$ cat config.mk
export PLATFORM = sky130hd
export DESIGN_NAME = alu_control_sequencer_flat
export DESIGN_NICKNAME = d
export VERILOG_FILES = /design/src/rtl/alu_control_sequencer_if.sv /design/src/rtl/alu_control_sequencer.sv /design/src/flat_wrapper.sv
export SDC_FILE = /design/constraint.sdc
export NUM_CORES = 1
export LEC_CHECK = 0
export CAP_MARGIN = 20
export CORE_MARGIN = 8
export CORE_UTILIZATION = 39
export DETAILED_ROUTE_END_ITERATION = 10
export PLACE_DENSITY_LB_ADDON = 0.3
export SKIP_CTS_REPAIR_TIMING = 1
export SLEW_MARGIN = 0
export SYNTH_ARGS = -nofsm -noshare
export SYNTH_HDL_FRONTEND = slang
export SYNTH_SLANG_ARGS = --single-unit
$ cat constraint.sdc
create_clock -name CLK -period 4.09 [get_ports CLK]
set_input_delay 1.0225 -clock CLK [delete_from_list [all_inputs] [get_ports CLK]]
set_output_delay 1.0225 -clock CLK [all_outputs]
set_load 0.05 [all_outputs]
$ cat src/rtl/alu_control_sequencer_if.sv
// Bus between the multicycle control sequencer (master) and the instruction
// source / ALU / register file it drives (slave).
interface alu_control_sequencer_if;
    logic [31:0] INSTRUCTION;
    logic        INSTR_VALID;
    logic        INSTR_READY;
    logic        ZERO;
    logic [2:0]  ALUOP;
    logic        IMM_SEL;
    logic        NEG_SEL;
    logic [2:0]  READREG1;
    logic [2:0]  READREG2;
    logic [2:0]  WRITEREG;
    logic [7:0]  IMMEDIATE;
    logic        WRITE_ENABLE;
    logic        JUMP;
    logic        BRANCH_TAKEN;
    logic [7:0]  OFFSET;
    logic        ILLEGAL;

    modport master (
        input  INSTRUCTION, INSTR_VALID, ZERO,
        output INSTR_READY, ALUOP, IMM_SEL, NEG_SEL, READREG1, READREG2,
               WRITEREG, IMMEDIATE, WRITE_ENABLE, JUMP, BRANCH_TAKEN, OFFSET, ILLEGAL
    );

    modport slave (
        output INSTRUCTION, INSTR_VALID, ZERO,
        input  INSTR_READY, ALUOP, IMM_SEL, NEG_SEL, READREG1, READREG2,
               WRITEREG, IMMEDIATE, WRITE_ENABLE, JUMP, BRANCH_TAKEN, OFFSET, ILLEGAL
    );
endinterface

$ cat src/rtl/alu_control_sequencer.sv
// Multicycle sequencer: accepts one instruction, drives ALU controls for a fixed
// settle time, then issues a write-back, jump or branch strobe.
module alu_control_sequencer #(
    parameter int ALU_SETTLE = 2,
    parameter int CNT_W      = 4
) (
    input  logic CLK,
    input  logic RESET,
    alu_control_sequencer_if.master bus
);

    typedef enum logic [1:0] {S_IDLE, S_DECODE, S_EXEC, S_WB} state_t;

    state_t           r_state;
    state_t           w_next;
    logic [CNT_W-1:0] r_cnt;
    logic             r_zero_q;
    logic             r_is_write;
    logic             r_is_jump;
    logic             r_is_beq;
    logic             r_is_illegal;
    logic [2:0]       r_aluop;
    logic             r_imm_sel;
    logic             r_neg_sel;
    logic [2:0]       r_readreg1;
    logic [2:0]       r_readreg2;
    logic [2:0]       r_writereg;
    logic [7:0]       r_immediate;
    logic [7:0]       r_offset;

    logic [2:0]       w_dec_aluop;
    logic             w_dec_imm_sel;
    logic             w_dec_neg_sel;
    logic             w_dec_write;
    logic             w_dec_jump;
    logic             w_dec_beq;
    logic             w_dec_illegal;
    logic             w_accept;
    logic             w_settled;
    logic             w_ready;
    logic             w_we;
    logic             w_jump;
    logic             w_br;
    logic             w_ill;
    logic             w_unused;

    assign w_unused  = ^bus.INSTRUCTION[15:11];
    assign w_accept  = (r_state == S_IDLE) && bus.INSTR_VALID;
    assign w_settled = (r_cnt == CNT_W'(ALU_SETTLE - 1));

    always_comb begin
        w_dec_aluop   = 3'b000;
        w_dec_imm_sel = 1'b0;
        w_dec_neg_sel = 1'b0;
        w_dec_write   = 1'b0;
        w_dec_jump    = 1'b0;
        w_dec_beq     = 1'b0;
        w_dec_illegal = 1'b0;
        case (bus.INSTRUCTION[31:24])
            8'h00: begin w_dec_imm_sel = 1'b1; w_dec_write = 1'b1; end
            8'h01: w_dec_write = 1'b1;
            8'h02: begin w_dec_aluop = 3'b001; w_dec_write = 1'b1; end
            8'h03: begin w_dec_aluop = 3'b001; w_dec_neg_sel = 1'b1; w_dec_write = 1'b1; end
            8'h04: begin w_dec_aluop = 3'b010; w_dec_write = 1'b1; end
            8'h05: begin w_dec_aluop = 3'b011; w_dec_write = 1'b1; end
            8'h06: w_dec_jump = 1'b1;
            8'h07: begin w_dec_aluop = 3'b001; w_dec_neg_sel = 1'b1; w_dec_beq = 1'b1; end
            default: w_dec_illegal = 1'b1;
        endcase
    end

    always_ff @(posedge CLK) begin
        if (RESET) begin
            r_state <= S_IDLE;
        end else begin
            r_state <= w_next;
        end
    end

    // Decoded fields are captured at the accept edge and held until the next accept.
    always_ff @(posedge CLK) begin
        if (RESET) begin
            r_is_write   <= 1'b0;
            r_is_jump    <= 1'b0;
            r_is_beq     <= 1'b0;
            r_is_illegal <= 1'b0;
            r_aluop      <= 3'b000;
            r_imm_sel    <= 1'b0;
            r_neg_sel    <= 1'b0;
            r_readreg1   <= 3'b000;
            r_readreg2   <= 3'b000;
            r_writereg   <= 3'b000;
            r_immediate  <= 8'h00;
            r_offset     <= 8'h00;
        end else if (w_accept) begin
            r_is_write   <= w_dec_write;
            r_is_jump    <= w_dec_jump;
            r_is_beq     <= w_dec_beq;
            r_is_illegal <= w_dec_illegal;
            r_aluop      <= w_dec_aluop;
            r_imm_sel    <= w_dec_imm_sel;
            r_neg_sel    <= w_dec_neg_sel;
            r_readreg1   <= bus.INSTRUCTION[10:8];
            r_readreg2   <= bus.INSTRUCTION[2:0];
            r_writereg   <= bus.INSTRUCTION[18:16];
            r_immediate  <= bus.INSTRUCTION[7:0];
            r_offset     <= bus.INSTRUCTION[23:16];
        end
    end

    // ZERO is only trusted on the edge that leaves EXEC, after the ALU has settled.
    always_ff @(posedge CLK) begin
        if (RESET) begin
            r_cnt    <= '0;
            r_zero_q <= 1'b0;
        end else if (r_state == S_DECODE) begin
            r_cnt <= '0;
        end else if (r_state == S_EXEC) begin
            r_cnt <= r_cnt + CNT_W'(1);
            if (w_settled) begin
                r_zero_q <= bus.ZERO;
            end
        end
    end

    always_comb begin
        w_next  = r_state;
        w_ready = 1'b0;
        w_we    = 1'b0;
        w_jump  = 1'b0;
        w_br    = 1'b0;
        w_ill   = 1'b0;
        case (r_state)
            S_IDLE: begin
                w_ready = 1'b1;
                if (bus.INSTR_VALID) w_next = S_DECODE;
            end
            S_DECODE: begin
                w_ill = r_is_illegal;
                if (r_is_illegal)   w_next = S_IDLE;
                else if (r_is_jump) w_next = S_WB;
                else                w_next = S_EXEC;
            end
            S_EXEC: begin
                if (w_settled) w_next = S_WB;
            end
            S_WB: begin
                w_we   = r_is_write;
                w_jump = r_is_jump;
                w_br   = r_is_beq & r_zero_q;
                w_next = S_IDLE;
            end
            default: w_next = S_IDLE;
        endcase
    end

    assign bus.INSTR_READY  = w_ready & ~RESET;
    assign bus.WRITE_ENABLE = w_we;
    assign bus.JUMP         = w_jump;
    assign bus.BRANCH_TAKEN = w_br;
    assign bus.ILLEGAL      = w_ill;
    assign bus.ALUOP        = r_aluop;
    assign bus.IMM_SEL      = r_imm_sel;
    assign bus.NEG_SEL      = r_neg_sel;
    assign bus.READREG1     = r_readreg1;
    assign bus.READREG2     = r_readreg2;
    assign bus.WRITEREG     = r_writereg;
    assign bus.IMMEDIATE    = r_immediate;
    assign bus.OFFSET       = r_offset;

endmodule

$ cat src/flat_wrapper.sv
// flat-port wrapper written by rule: the top's interface ports become plain ports
module alu_control_sequencer_flat 
#(
    parameter int ALU_SETTLE = 2,
    parameter int CNT_W      = 4
)
  (CLK, RESET, bus_INSTRUCTION, bus_INSTR_VALID, bus_ZERO, bus_INSTR_READY, bus_ALUOP, bus_IMM_SEL, bus_NEG_SEL, bus_READREG1, bus_READREG2, bus_WRITEREG, bus_IMMEDIATE, bus_WRITE_ENABLE, bus_JUMP, bus_BRANCH_TAKEN, bus_OFFSET, bus_ILLEGAL);
  alu_control_sequencer_if bus_i ();
  input  logic CLK;
  input  logic RESET;
  input wire logic [$bits(bus_i.INSTRUCTION)-1:0] bus_INSTRUCTION;
  input wire logic [$bits(bus_i.INSTR_VALID)-1:0] bus_INSTR_VALID;
  input wire logic [$bits(bus_i.ZERO)-1:0] bus_ZERO;
  output wire logic [$bits(bus_i.INSTR_READY)-1:0] bus_INSTR_READY;
  output wire logic [$bits(bus_i.ALUOP)-1:0] bus_ALUOP;
  output wire logic [$bits(bus_i.IMM_SEL)-1:0] bus_IMM_SEL;
  output wire logic [$bits(bus_i.NEG_SEL)-1:0] bus_NEG_SEL;
  output wire logic [$bits(bus_i.READREG1)-1:0] bus_READREG1;
  output wire logic [$bits(bus_i.READREG2)-1:0] bus_READREG2;
  output wire logic [$bits(bus_i.WRITEREG)-1:0] bus_WRITEREG;
  output wire logic [$bits(bus_i.IMMEDIATE)-1:0] bus_IMMEDIATE;
  output wire logic [$bits(bus_i.WRITE_ENABLE)-1:0] bus_WRITE_ENABLE;
  output wire logic [$bits(bus_i.JUMP)-1:0] bus_JUMP;
  output wire logic [$bits(bus_i.BRANCH_TAKEN)-1:0] bus_BRANCH_TAKEN;
  output wire logic [$bits(bus_i.OFFSET)-1:0] bus_OFFSET;
  output wire logic [$bits(bus_i.ILLEGAL)-1:0] bus_ILLEGAL;
  assign bus_i.INSTRUCTION = bus_INSTRUCTION;
  assign bus_i.INSTR_VALID = bus_INSTR_VALID;
  assign bus_i.ZERO = bus_ZERO;
  assign bus_INSTR_READY = bus_i.INSTR_READY;
  assign bus_ALUOP = bus_i.ALUOP;
  assign bus_IMM_SEL = bus_i.IMM_SEL;
  assign bus_NEG_SEL = bus_i.NEG_SEL;
  assign bus_READREG1 = bus_i.READREG1;
  assign bus_READREG2 = bus_i.READREG2;
  assign bus_WRITEREG = bus_i.WRITEREG;
  assign bus_IMMEDIATE = bus_i.IMMEDIATE;
  assign bus_WRITE_ENABLE = bus_i.WRITE_ENABLE;
  assign bus_JUMP = bus_i.JUMP;
  assign bus_BRANCH_TAKEN = bus_i.BRANCH_TAKEN;
  assign bus_OFFSET = bus_i.OFFSET;
  assign bus_ILLEGAL = bus_i.ILLEGAL;
  alu_control_sequencer #(.ALU_SETTLE(ALU_SETTLE), .CNT_W(CNT_W)) u_core (.CLK(CLK), .RESET(RESET), .bus(bus_i));
endmodule
== Word-level counts from Yosys, hierarchy flattened ==
Index checks and enable logic that the tools add are counted.
W data, S select, Z words.
Storage, ports and cells
  flip-flop bits (word level): 41
  bits in latches: 0
  RAM bits: 0
  ROM bits: 0
  bits of input ports: 36
  output and inout port bits: 35
  memories: 0
Cells by class
  add/sub/neg operators: 1
  multiply operators: 0
  div/mod/pow operators: 0
  order comparisons: 0
  equality and inequality tests: 13
  shift operators: 0
  mux-type cells: 17
  bitwise gates (word level): 4
  reductions and logical operators: 10
Operators by type and width (count)
  $eq A8 B3 Y1 const B: 4
  $eq A8 B2 Y1 const B: 2
  $mux W1: 12
  $eq A8 B1 Y1 const B: 1
  $logic_not A8 Y1: 1
  $pmux W2 S4: 1
  $reduce_or A8 Y1: 1
  $mux W2: 3
  $pmux W2 S3: 1
  $reduce_or A6 Y1: 1
  $add A4 B1 Y4 const B: 1
  $eq A2 B2 Y1 const B: 2
  $eq A4 B1 Y1 const B: 1
  $reduce_or A2 Y1: 2
  $reduce_and A3 Y1: 1
  $reduce_or A3 Y1: 1
  $and A1 B1 Y1: 2
  $eq A2 B1 Y1 const B: 1
  $logic_not A2 Y1: 1
  $ne A2 B1 Y1 const B: 1
  $ne A2 B2 Y1 const B: 1
  $not A1 Y1: 2
  $reduce_and A2 Y1: 1
  $logic_and A1 B1 Y1: 1

== Logic depth before layout (Yosys ltp) ==
Gate-level depths: netlist (run 1).
  depth in word-level cells: 3
  depth in mapped cells: 6

== Worst setup path before layout (run 1) ==
Ideal clock, no wire load.
  path kind: input-to-output
  start point: input port RESET
  end point: output port bus_INSTR_READY
  arrival time: 2258 ps
  required time: 3068 ps
  slack: 810 ps
  cell stages on the path: 2
  path through: clkbuf_1 -> nor3_1
On the way
  longest elaborated chain between the ends: 2
Ends and longest elaborated chain
  from (decl): line flat_wrapper.sv:10  | input logic RESET;
  $not A1 Y1: line alu_control_sequencer.sv:157  | assign bus.INSTR_READY = w_ready & ~RESET;
  $and A1 B1 Y1: line alu_control_sequencer.sv:157
  to (decl): line flat_wrapper.sv:14  | output wire logic [$bits(bus_i.INSTR_READY)-1:0] bus_INSTR_READY;
Every way passes these cells.

==> results of run 1 <==
[layout make-up]
class                   count  share of cell area (%)
repair buffers             67                    30.8
clock buffers               7                    3.95
clock inverters             1                   0.229
flip-flops and latches     34                    31.1
multi-input cells         125                    30.8
inverters                   2                   0.343
well taps                  48                    2.75
[cells in the final DEF, fill, tap and decap left out, types with 2 or more instances in the layout]
cell             count
nor3_1               2
nand2_1             47
clkbuf_8             6
inv_1                2
clkdlybuf4s50_1     63
a21oi_1             21
o21ai_0              5
ha_1                 2
nand3_1             11
dfxtp_1             34
buf_4                3
a31oi_1              2
mux2i_1              2
and3_1               3
nor2_1               5
[routing by layer]
layer	up-vias	wire, µm
li1	714	-
met5	-	0
met4	0	24
met1	608	1590
met3	4	386
met2	38	1760
[registers in the layout, indices dropped and copies added, names as in the netlist, named ones only]
register,cells
u_core.r_is_illegal,1
u_core.r_is_write,1
u_core.bus.ALUOP,2
u_core.bus.IMMEDIATE,8
u_core.bus.IMM_SEL,1
u_core.r_is_jump,1
u_core.r_cnt,4
u_core.r_is_beq,1
u_core.bus.READREG1,3
u_core.r_state,1
u_core.bus.OFFSET,8
u_core.bus.NEG_SEL,1
u_core.r_zero_q,1
[power by group through the flow]
stage / clock [mW] / combinational, mW / sequential, mW
after floorplan: 0 / 0.0853 / 0.411
after global routing: 0.276 / 0.211 / 0.370
after detailed placement: 0 / 0.198 / 0.374
after CTS: 0.260 / 0.199 / 0.366
after global placement: 0 / 0.198 / 0.373
final: 0.249 / 0.197 / 0.366
[how the worst min path moves through the flow]
| stage | slack [ps] | end | start | cells after the start |
|---|---|---|---|---|
| 2_1_floorplan | 430 | u_core.r_zero_q | u_core.r_zero_q | 2 |
| 3_3_place_gp | 440 | u_core.bus.OFFSET[3] | u_core.bus.OFFSET[3] | 2 |
| 3_5_place_dp | 450 | u_core.bus.OFFSET[7] | u_core.bus.OFFSET[7] | 2 |
| 4_1_cts | 460 | u_core.bus.IMMEDIATE[6] | u_core.bus.IMMEDIATE[6] | 2 |
| 5_1_grt | 470 | u_core.bus.IMMEDIATE[6] | u_core.bus.IMMEDIATE[6] | 2 |
| 6_report | 450 | u_core.bus.IMMEDIATE[6] | u_core.bus.IMMEDIATE[6] | 2 |
[critical path, delay by kind of cell, from the launching register on]
kind,cells,cell delay (ps)
DFF,1,700
buffers and inverters,1,790
and+or+nand+nor,2,380
[cells by family (layout without fill, tap and decap cells)]
kind of cell,count (synthesis),count (layout),share of synthesized area (%)
DFF,34,34,46.1
AOI/OAI and AO/OA,35,35,13.9
adders and majority gates,2,2,1.70
and+or+nand+nor,84,84,27.6
muxes,2,2,1.36
buffers and inverters,23,77,8.48
xor gates and xnor gates,1,1,0.594
other,1,1,0.254
[stage by stage]
stage | power (mW) | util, %
detailed placement | 0.572 | 57.2
finish | 0.812 | 59.7
CTS | 0.825 | 59.7
global placement | 0.571 | 57.2
global route | 0.857 | 59.7
floorplan | 0.497 | -
==> impl_metrics.csv, run 1 <==
group,metric,value,unit
layout,final.fill_count,339,
synthesis,ys.flop_type,"dfxtp_1",
synthesis,synth_cell_types,41,
die,row_count,22,
timing,fin_ws,907,ps
place,dpl.hpwl,2.73,mm
timing,finalMaxSlewViolations,0,
synthesis,yosysMostFrequentCell,"nand2_1",
clocking,clk_pin_slew,60,ps
pwr,p_sw,0.249,mW
pwr,combPwrFrac,24.2,%
place,place_inst,276,
timing,fin_crit,3180,ps
synthesis,syn_area,0.00148,mm²
timing,rsz0062_at_grt,"no",
pwr,p_per_area,371,mW/mm²
grt,use_met2,19.4,%
die,initial_core_util,40.3,%
die,num_io_pins,71,
route,drtIter0Drc,99,
synthesis,ys_seq_elements,34,
clocking,numCtsBuffers,5,
clocking,cts_sinks,34,
setup_path,path_max_fanout,20,
hold_path,hold_path.class,"reg2reg",
clocking,cts_tree,"done",
die,die_y,77.5,µm
die,die_width,77.5,µm
place,port_buffers,64,
pwr,internal_power,0.563,mW
grt,grt_pass1_vias,1270,
synthesis,syn_nets,220,
layout,n_antenna_cell,0,
status,outcome,"finished, final reports clean",
layout,multi_input_area,674,µm²
grt,grt_util_met3,8.18,%
setup_path,r2r_cells,3,
layout,final_area,0.00219,mm²
layout,fin_cells,284,
timing,slew_headroom,60.1,%
grt,top_usage_layer,"met2",
setup_path,crit_required,3070,ps
layout,nNetsFinal,273,
synthesis,avgSynthCellArea,8.11,µm²
flow_run,maxCapViolCount,0,
setup_path,worstPathCellList,"and2_1 -> and3_1 -> clkdlybuf4s50_1",
place,placed_cell_area,0.00210,mm²
synthesis,synth_commonest_cells,"nand2_1, dfxtp_1, a21oi_1",
pwr,p_leak,0.806,nW
route,first_pass_iters,6,
clocking,cts_buffer_depth,2,
timing,finalSetupViolCount,0,
setup_path,r2r_slack,2140,ps
clocking,htreeDepth,2,
synthesis,netlist_instances,182,
timing,skew,2.05,ps
setup_path,crit_path_end_kind,"primary output",
layout,regArea,681,µm²
place,gp_congestion,0.722,
setup_path,cp.arrival,2160,ps
setup_path,critPathMaxStageDelay,790,ps
synthesis,synthTopCellsByArea,"dfxtp_1, nand2_1, a21oi_1",
layout,area_delta_synth_final,48.3,%
place,dp_slack,1100,ps
setup_path,setup.worst_path.end,"bus_BRANCH_TAKEN",
setup_path,startpoint_type,"register",
pwr,peakVddDrop,0.000256,V
setup_path,r2r-end,"u_core.bus.NEG_SEL",
setup_path,crit_slowest_cell,"clkdlybuf4s50_1",
grt,grt_max_degree,27,
synthesis,ys_seq_area_share,46.1,%
clocking,cts_root_buf,"clkbuf_8",
grt,antenna_found_initial,0,
timing,finalCritPeriodShare,77.8,%
grt,grt_overflow,0,
timing,final.setup.tns,0,ps
clocking,insertion_delay,280,ps
die,core_area,0.00366,mm²
timing,fin_hold_ws,453,ps
setup_path,path_class,"reg2out",
die,die_area,0.00601,mm²
route,wl_per_cell,13.2,µm
synthesis,netlist.top_cell.by_area,"dfxtp_1",
timing,worst_pin_slew,598,ps
synthesis,yosys.area.top_type_share,46.1,%
layout,drive_above_1_share,7.20,%
route,vias,1364,
synthesis,synth_edf_count,0,
route,final_antenna_net_count,0,
route,routed_wl,3.76,mm
grt,grt_pass1_wl,6.13,mm
route,drc_errors,0,
pwr,clkPwrFrac,30.7,%
timing,hold_violations,0,
timing,clock.fmax,314,MHz
grt,grt_use_met1,13.8,%
synthesis,async_flop_share,0,%
synthesis,ys_warn_count,0,
route,vias_per_cell,4.80,
pwr,switching_share,30.7,%
pwr,power_frac_seq,45.1,%
grt,grtUsageTotal,12.6,%
Note: power is estimated with default switching activity, not from simulation.
==> run 2: changes to the inputs <==
- clock period: 4.09 -> 3.25 ns (I/O delays scaled with it)
==> impl_metrics.csv, run 2 (synthesized netlist as in run 1, its figures left out) <==
group,metric,value,unit
route,wl_per_cell,13.4,µm
route,vias,1415,
setup_path,crit_path_end_kind,"primary output",
setup_path,r2r-end,"u_core.bus.NEG_SEL",
clocking,cts_buffer_depth,2,
place,gp_congestion,0.716,
die,num_io_pins,71,
route,first_pass_iters,4,
grt,grt_max_degree,28,
grt,use_met2,19.7,%
status,outcome,"finished, final reports clean",
timing,finalCritPeriodShare,89.4,%
setup_path,path_class,"reg2out",
place,dpl.hpwl,2.79,mm
route,drc_errors,0,
place,port_buffers,64,
setup_path,cp.arrival,2090,ps
timing,finalMaxSlewViolations,0,
timing,fin_hold_ws,452,ps
clocking,numCtsBuffers,5,
setup_path,cp-startpoint,"u_core.r_state[0]",
clocking,clk_pin_slew,70,ps
timing,finalSetupViolCount,0,
layout,final_area,0.00219,mm²
die,initial_core_util,40.3,%
pwr,peakVddDrop,0.000267,V
clocking,cts_root_buf,"clkbuf_8",
timing,worst_pin_slew,598,ps
route,final_antenna_net_count,0,
setup_path,startpoint_type,"register",
layout,drive_above_1_share,7.17,%
place,placed_cell_area,0.00211,mm²
setup_path,regToRegStartpoint,"u_core.r_state[0]",
timing,hold_violations,0,
grt,grt_pass1_wl,6.21,mm
hold_path,holdPathEnd,"u_core.bus.OFFSET[3]",
grt,antenna_found_initial,0,
route,routed_wl,3.83,mm
layout,layout_commonest_cell,"clkdlybuf4s50_1",
timing,slew_headroom,59.7,%
layout,nNetsFinal,275,
pwr,p_leak,0.806,nW
timing,rsz0062_at_grt,"no",
grt,grt_overflow,0,
hold_path,hold_path.class,"reg2reg",
layout,layout_common_cells,"clkdlybuf4s50_1, nand2_1, dfxtp_1, a21oi_1, nand3_1",
layout,final.fill_count,340,
layout,area_delta_synth_final,48.3,%
die,row_count,22,
grt,grtUsageTotal,12.6,%
grt,grt_use_met1,13.5,%
hold_path,hold_path_depth,2,
grt,grt_util_met3,6.80,%
grt,grt_pass1_vias,1348,
layout,n_antenna_cell,0,
pwr,p_per_area,458,mW/mm²
flow_run,maxCapViolCount,0,
clocking,cts_tree,"done",
die,core_area,0.00366,mm²
clocking,insertion_delay,280,ps
route,vias_per_cell,4.96,
clocking,cts_sinks,34,
grt,top_usage_layer,"met2",
setup_path,crit_required,2440,ps
timing,skew,5.55,ps
timing,final.setup.tns,0,ps
clocking,htreeDepth,2,
setup_path,r2r_cells,3,
setup_path,r2r_slack,1540,ps
layout,fin_util,59.7,%
timing,fin_crit,2900,ps
die,die_y,77.5,µm
route,drtIter0Drc,130,
hold_path,hold_start,"u_core.bus.OFFSET[3]",
setup_path,path_max_fanout,18,
timing,clock.fmax,344,MHz
die,die_width,77.5,µm
die,die_area,0.00601,mm²
==> run 2: cell count changes in the layout (fill, tap and decap cells not counted) <==
| cell | change |
|---|---|
| clkbuf_1 | +1 |
| clkbuf_8 | -1 |
| clkinv_2 | -1 |
| buf_4 | +2 |
==> run 2: stage by stage <==
step	total power, mW	std cells	setup slack (ps)
detailed placement	0.722	278	645
floorplan	0.625	182	390
CTS	1.01	285	334
global placement	0.720	278	659
global route	1.05	285	209
finish	1.00	285	345
==> run 2: report_power, final <==
| part | leakage, nW | internal (mW) | total (mW) | switching, mW |
|---|---|---|---|---|
| Clock | 0.0383 | 0.147 | 0.289 | 0.142 |
| Combinational | 0.490 | 0.101 | 0.254 | 0.153 |
| Sequential | 0.278 | 0.439 | 0.457 | 0.0180 |
| Total | 0.806 | 0.688 | 1.00 | 0.313 |
==> run 2: layer usage <==
layer,vias up,part of all wire [%]
li1,719,-
met1,635,41
met2,54,46
met3,7,11
met4,0,1.7
met5,-,0
==> run 2: worst max path at each step <==
stage	slack, ps	end	cells past startpoint
finish	350	bus_BRANCH_TAKEN	3
global placement	660	bus_BRANCH_TAKEN	3
detailed placement	640	bus_BRANCH_TAKEN	3
global route	210	bus_BRANCH_TAKEN	3
floorplan	390	bus_INSTR_READY	2
CTS	330	bus_BRANCH_TAKEN	3
==> run 2: critical path, cell delays in order (launching register included) <==
cell and delay, ps:
dfxtp_1 630, and2_1 230, and3_1 150, clkdlybuf4s50_1 790
==> run 2: cell type report <==
type | count | area, µm² | area share (%)
clock buffers | 7 | 76.3 | 3.49
repair buffers | 69 | 688 | 31.5
flip-flops and latches | 34 | 681 | 31.1
inverters | 2 | 7.51 | 0.343
multi-input cells | 125 | 674 | 30.8
well taps | 48 | 60.1 | 2.75
